<file path="src/rtl/jk_excite_pkg.sv">
// Shared types and constants for the dual JK excitation controller.
// Holds FSM state encoding, {J,K} excitation codes and error counter width.
package jk_excite_pkg;

  typedef enum logic [1:0] {
    IDLE  = 2'd0,
    DRIVE = 2'd1,
    FORCE = 2'd2,
    CHECK = 2'd3
  } state_t;

  // {J,K} pairs
  localparam logic [1:0] JK_HOLD = 2'b00;
  localparam logic [1:0] JK_SET  = 2'b10;
  localparam logic [1:0] JK_CLR  = 2'b01;
  localparam logic [1:0] JK_TOG  = 2'b11;

  localparam int ERR_W = 8;
  localparam logic [ERR_W-1:0] ERR_MAX = '1;

  function automatic logic [ERR_W-1:0] sat_inc(
    input logic [ERR_W-1:0] v
  );
    return (v == ERR_MAX) ? v : v + ERR_W'(1);
  endfunction

endpackage

</file>
<file path="src/rtl/jk_excite_ctrl_if.sv">
// Target request handshake: valid/ready plus desired Q and force flag.
// master = requester, slave = controller.
interface jk_excite_ctrl_if;

  logic       tgt_valid;
  logic       tgt_ready;
  logic [1:2] tgt_data;
  logic       tgt_force;

  modport master (
    output tgt_valid,
    output tgt_data,
    output tgt_force,
    input  tgt_ready
  );

  modport slave (
    input  tgt_valid,
    input  tgt_data,
    input  tgt_force,
    output tgt_ready
  );

endinterface

</file>
<file path="src/rtl/jk_excite_bit.sv">
// Per-bit JK excitation: (q, t, use_toggle) -> (j, k), purely combinational.
// Ports: q current Q, t target, use_toggle mode, j/k excitation.
module jk_excite_bit
  import jk_excite_pkg::*;
(
  input  logic q,
  input  logic t,
  input  logic use_toggle,
  output logic j,
  output logic k
);

  logic [1:0] jk;

  always_comb begin
    jk = JK_HOLD;
    if (use_toggle) begin
      jk = (q != t) ? JK_TOG : JK_HOLD;
    end else begin
      unique case ({q, t})
        2'b01:   jk = JK_SET;
        2'b10:   jk = JK_CLR;
        default: jk = JK_HOLD;
      endcase
    end
  end

  assign j = jk[1];
  assign k = jk[0];

endmodule

</file>
<file path="src/rtl/jk_excite_ctrl.sv">
// Controller driving a dual negative-edge JK flip-flop to requested values.
// Ports: Clk, RD (async low reset), tgt handshake, J/K/SDo/RDo out, Q_fb in, err.
module jk_excite_ctrl
  import jk_excite_pkg::*;
#(
  parameter int USE_TOGGLE = 0,
  parameter int FORCE_CYC  = 2
) (
  input  logic             Clk,
  input  logic             RD,
  jk_excite_ctrl_if.slave  tgt,
  output logic [1:2]       J,
  output logic [1:2]       K,
  output logic [1:2]       SDo,
  output logic [1:2]       RDo,
  input  logic [1:2]       Q_fb,
  input  logic             err_clr,
  output logic             done,
  output logic             err,
  output logic [ERR_W-1:0] err_cnt
);

  localparam logic TOG = (USE_TOGGLE != 0);
  // last forced cycle releases; one more cycle lets Q_fb settle
  localparam logic [3:0] FC_REL = 4'(FORCE_CYC - 1);
  localparam logic [3:0] FC_END = 4'(FORCE_CYC);

  state_t     state;
  logic       ready_q;
  logic [1:2] tgt_q;
  logic [3:0] cnt;
  logic [1:2] j_nx;
  logic [1:2] k_nx;
  logic       accept;
  logic       mismatch;

  assign tgt.tgt_ready = ready_q;
  assign accept   = tgt.tgt_valid & ready_q;
  assign mismatch = (Q_fb != tgt_q);

  jk_excite_bit u_bit1 (
    .q          (Q_fb[1]),
    .t          (tgt.tgt_data[1]),
    .use_toggle (TOG),
    .j          (j_nx[1]),
    .k          (k_nx[1])
  );

  jk_excite_bit u_bit2 (
    .q          (Q_fb[2]),
    .t          (tgt.tgt_data[2]),
    .use_toggle (TOG),
    .j          (j_nx[2]),
    .k          (k_nx[2])
  );

  always_ff @(posedge Clk or negedge RD) begin
    if (!RD) begin
      state   <= IDLE;
      ready_q <= 1'b0;
      tgt_q   <= '0;
      cnt     <= '0;
      J       <= '0;
      K       <= '0;
      SDo     <= '1;
      RDo     <= '1;
      done    <= 1'b0;
      err     <= 1'b0;
      err_cnt <= '0;
    end else begin
      J    <= '0;
      K    <= '0;
      done <= 1'b0;
      if (err_clr) begin
        err     <= 1'b0;
        err_cnt <= '0;
      end
      unique case (state)
        IDLE: begin
          if (accept) begin
            ready_q <= 1'b0;
            tgt_q   <= tgt.tgt_data;
            cnt     <= '0;
            if (tgt.tgt_force) begin
              state <= FORCE;
              SDo   <= ~tgt.tgt_data;
              RDo   <= tgt.tgt_data;
            end else begin
              state <= DRIVE;
              J     <= j_nx;
              K     <= k_nx;
            end
          end else begin
            ready_q <= 1'b1;
          end
        end
        DRIVE: begin
          state <= CHECK;
          done  <= 1'b1;
        end
        FORCE: begin
          if (cnt == FC_REL) begin
            SDo <= '1;
            RDo <= '1;
          end
          if (cnt == FC_END) begin
            state <= CHECK;
            done  <= 1'b1;
          end else begin
            cnt <= cnt + 4'd1;
          end
        end
        CHECK: begin
          state   <= IDLE;
          ready_q <= 1'b1;
          if (mismatch) begin
            err     <= 1'b1;
            err_cnt <= err_clr ? ERR_W'(1) : sat_inc(err_cnt);
          end
        end
      endcase
    end
  end

endmodule

</file>
<file path="src/flat_wrapper.sv">
// flat-port wrapper written by rule: the top's interface ports become plain ports
module jk_excite_ctrl_flat import jk_excite_pkg::*;
#(
  parameter int USE_TOGGLE = 0,
  parameter int FORCE_CYC  = 2
)
  (Clk, RD, J, K, SDo, RDo, Q_fb, err_clr, done, err, err_cnt, tgt_tgt_valid, tgt_tgt_data, tgt_tgt_force, tgt_tgt_ready);
  jk_excite_ctrl_if tgt_i ();
  input  logic Clk;
  input  logic RD;
  output logic [1:2] J;
  output logic [1:2] K;
  output logic [1:2] SDo;
  output logic [1:2] RDo;
  input  logic [1:2] Q_fb;
  input  logic err_clr;
  output logic done;
  output logic err;
  output logic [ERR_W-1:0] err_cnt;
  input wire logic [$bits(tgt_i.tgt_valid)-1:0] tgt_tgt_valid;
  input wire logic [$bits(tgt_i.tgt_data)-1:0] tgt_tgt_data;
  input wire logic [$bits(tgt_i.tgt_force)-1:0] tgt_tgt_force;
  output wire logic [$bits(tgt_i.tgt_ready)-1:0] tgt_tgt_ready;
  assign tgt_i.tgt_valid = tgt_tgt_valid;
  assign tgt_i.tgt_data = tgt_tgt_data;
  assign tgt_i.tgt_force = tgt_tgt_force;
  assign tgt_tgt_ready = tgt_i.tgt_ready;
  jk_excite_ctrl #(.USE_TOGGLE(USE_TOGGLE), .FORCE_CYC(FORCE_CYC)) u_core (.Clk(Clk), .RD(RD), .tgt(tgt_i), .J(J), .K(K), .SDo(SDo), .RDo(RDo), .Q_fb(Q_fb), .err_clr(err_clr), .done(done), .err(err), .err_cnt(err_cnt));
endmodule
</file>
<file path="config.mk">
export PLATFORM = sky130hd
export DESIGN_NAME = jk_excite_ctrl_flat
export DESIGN_NICKNAME = d
export VERILOG_FILES = /design/src/rtl/jk_excite_pkg.sv /design/src/rtl/jk_excite_ctrl_if.sv /design/src/rtl/jk_excite_bit.sv /design/src/rtl/jk_excite_ctrl.sv /design/src/flat_wrapper.sv
export SDC_FILE = /design/constraint.sdc
export NUM_CORES = 1
export LEC_CHECK = 0
export ABC_AREA = 1
export CAP_MARGIN = 20
export CELL_PAD_IN_SITES_DETAIL_PLACEMENT = 1
export CELL_PAD_IN_SITES_GLOBAL_PLACEMENT = 2
export CORE_ASPECT_RATIO = 1.75
export CORE_MARGIN = 10
export CORE_UTILIZATION = 30
export DETAILED_ROUTE_END_ITERATION = 10
export GPL_TIMING_DRIVEN = 1
export HOLD_SLACK_MARGIN = 0.12
export PLACE_DENSITY = 0.76
export SKIP_LAST_GASP = 1
export SLEW_MARGIN = 20
export SYNTH_ARGS = -nofsm -noshare
export SYNTH_HDL_FRONTEND = slang
export SYNTH_SLANG_ARGS = --single-unit
</file>
<file path="constraint.sdc">
create_clock -name Clk -period 1.5 [get_ports Clk]
set_input_delay 0.3 -clock Clk [delete_from_list [all_inputs] [get_ports Clk]]
set_output_delay 0.3 -clock Clk [all_outputs]
set_load 0.02 [all_outputs]
</file>
==> flow_summary_export.csv <==
group,metric,value,unit
drt,route.layer.met1.wl,1.693,mm
setup_path,criticalPathCategory,"register to output port",
timing,worstMarginPinSlew,0.3708,ns
cts,cts_root_buf,"clkbuf_8",
drt,wl_per_cell,15.81,µm
placement,post-place-cells,283,
final_layout,nets,252,
status,outcome,"finished clean",
synthesis,post_synth_instance_area,1500,µm²
final_layout,final_cell_mix,"41 x nand2_1, 24 x inv_1, 22 x dfrtp_1, 18 x nand3_1, 17 x dlygate4sd2_1",
cts,cts_max_level,1,
timing,maxClockFrequency,683.9,MHz
setup_path,critical_path_arrival,1.16,ns
timing,rsz0062_at_grt,"yes",
setup_path,crit_chain,"dlygate4sd2_1",
drt,detailroute.via_count,1428,
pwr,power.ir.vdd_worst,0.8352,mV
timing,final_hold_viol_count,0,
cts,clk_latency,0.29,ns
synthesis,seq_area_frac_synth,0.4537,
synthesis,netlist_instances,189,
cts,clk_path_buf_depth,2,
floorplanning,floorplan.die_area,8340,µm²
final_layout,drive_gt1_frac,0.2051,
floorplanning,die_height,113.5,µm
timing,worst_hold_slack_across_all_endpoints,0.3781,ns
floorplanning,num_io_pins,28,
pwr,share_clk_of_total_power,0.130,
cts,tritoncts_num_sinks,27,
pwr,cell_internal_power,1919,µW
worst_hold_path,holdCritPathClass,"input pin to async pin",
floorplanning,row_count,34,
drt,detail_route.iter0.violations,34,
pwr,p_switching,1541,µW
synthesis,synth_seq_cells,27,
synthesis,synth_enable_flop_cells,0,
floorplanning,core_area,4892,µm²
timing,max_slew_margin,0.7528,
drt,routed_wirelength,4.554,mm
synthesis,ys_async_sr_fraction,1.000,
cts,ctsHoldBuffers,0,
synthesis,yosys_warnings,0,
pwr,power_density,1701,nW/µm²
pwr,sequentialPowerShare,0.327,
global_routing,antenna_found_initial,0,
global_routing,grt_usage,0.1094,
synthesis,synth_fp_nets,206,
cts,worst_setup_hold_path_clk_slew,0.10,ns
placement,port_buffers,27,
cts,cts_inserted_buffers,3,
setup_path,critical_path.top_delay_family,"flip-flops",
final_layout,antenna_cells,0,
drt,wl_met3,179,µm
global_routing,globalRouteOverflowTotal,0,
pwr,leakagePower,0.001012,µW
setup_path,cp.buffers_inverters,1,
placement,routabilityCongestion,0.7881,
final_layout,syn2layout_area_growth,35.61,%
pwr,switching_fraction,0.4454,
drt,route.detailed.vias_per_inst,4.958,
pwr,pwr-share-comb,0.543,
drt,detailroute.wirelength.met2,2.588,mm
synthesis,ys.flop_type,"dfrtp_1",
floorplanning,starting_density,0.3066,
synthesis,postSynthAreaPerCell,7.938,µm²
drt,antenna_violation_net_count_after_detailed_routing,0,
setup_path,timing.critical_path.slowest_stage_cell,"dfstp_2",
timing,period_minus_slack,1.462,ns
setup_path,cpPeakStageDelay,0.55,ns
final_layout,instances_no_fill,288,
setup_path,critical_path.max_fanout,2,
synthesis,synth.lib_cells_used.distinct,25,
setup_path,worst_setup_path_start_kind,"register",
drt,drc,0,
pwr,totalPowerFinal,3460,µW
floorplanning,die_width,73.46,µm
run,timing.max_cap.violations,0,
setup_path,critical_path_required,1.20,ns
global_routing,grt_pass1_wl,7.355,mm
cts,cts_tree,"yes",
drt,firstDrtPassIters,4,
global_routing,grt_max_degree,28,
timing,maxSlewViolCount,0,
drt,route.top_layer_used,"met4",
timing,timing.clock.skew,0.006637,ns
final_layout,layout_commonest_cell,"nand2_1",
timing,finalCritPeriodShare,0.9748,
setup_path,cp-end-kind,"output port",
timing,count_of_endpoints_failing_setup_in_the_final_report,0,
global_routing,first_global_vias,1589,
placement,hpwl_detailed,3.563,mm
-- metrics by stage --
| step | TNS, ns | utilization | instance area (µm²) | setup slack [ns] |
|---|---|---|---|---|
| detailed placement | -1.626 | 0.3967 | 1941 | -0.1999 |
| CTS | 0 | 0.4033 | 1973 | 0.01556 |
| floorplan | 0 | - | 1500 | 0.1086 |
| global placement | -1.116 | 0.3967 | 1941 | -0.1224 |
| global route | -0.06323 | 0.4159 | 2034 | -0.05277 |
| finish | 0 | 0.4159 | 2034 | 0.03775 |
-- routing by layer --
layer | global-route usage | vias to the layer above
met5 | 0 | -
met4 | 0.04744 | 0
met3 | 0.02261 | 9
met2 | 0.2038 | 27
met1 | 0.1097 | 693
li1 | - | 699
-- what timing repair did --
item / in CTS / in global routing
endpoints found under the setup margin: 24 / 20
pin swaps: 0 / 2
setup buffers: 0 / 1
resized for setup: 22 / 15
-- cell usage after synthesis (3+ instances only) --
library cell,count,share of area
a21oi_1,3,0.010
dfrtp_1,23,0.38
dfstp_2,4,0.070
ha_1,8,0.067
inv_1,25,0.063
nand2_1,41,0.10
nand2_2,6,0.025
nand3_1,18,0.060
nand4_1,6,0.025
nor2_1,18,0.045
o21ai_0,13,0.043
o21ai_1,5,0.017
-- path summary, 6_finish.rpt --
kind | slack (ns) | end | from | cells past startpoint
hold reg to reg | 0.48 | u_core.RDo[2] | u_core.RDo[2] | 2
min in group Clk | 0.48 | u_core.RDo[2] | u_core.RDo[2] | 2
setup / recovery | 0.04 | SDo[1] | u_core.SDo[1] | 1
setup reg to reg | 0.09 | u_core.state[0] | u_core.state[1] | 8
hold / removal | 0.38 | u_core.J[1] | RD | 2
max in group asynchronous | 0.79 | u_core.SDo[2] | RD | 2
-- layout make-up --
| type | instances | area, µm² |
|---|---|---|
| tap | 54 | 67.56 |
| clock inverter | 1 | 7.507 |
| timing repair buffer | 43 | 369.1 |
| fill | 620 | 2858 |
| sequential | 27 | 681.9 |
| multi-input combinational | 133 | 765.7 |
| clock buffer | 3 | 41.29 |
| inverter | 27 | 101.3 |
-- registers in the layout (all words and copies together), names as in the netlist --
name                  count
u_core.J                  2
u_core.K                  2
u_core.RDo                2
u_core.SDo                2
u_core.cnt                4
u_core.done               1
u_core.err                1
u_core.err_cnt            8
u_core.state              2
u_core.tgt.tgt_ready      1
u_core.tgt_q              2
-- power groups by stage --
| stage | sequential (µW) | combinational, µW | clock, µW |
|---|---|---|---|
| CTS | 1130 | 1700 | 466 |
| finish | 1130 | 1880 | 451 |
| global route | 1160 | 2110 | 495 |
| global placement | 1130 | 1690 | 0 |
| detailed placement | 1140 | 1740 | 0 |
| floorplan | 1280 | 896 | 0 |
-- logic make-up after synthesis --
kind of cell / Yosys count / share of synthesized area
and+or+nand+nor: 99 / 0.3086
buffers and inverters: 29 / 0.07423
DFF: 27 / 0.4537
AOI/OAI and AO/OA: 23 / 0.07923
adders and majority gates: 8 / 0.06672
xor gates and xnor gates: 3 / 0.01752
No activity file was read; power rests on OpenSTA's default activity.
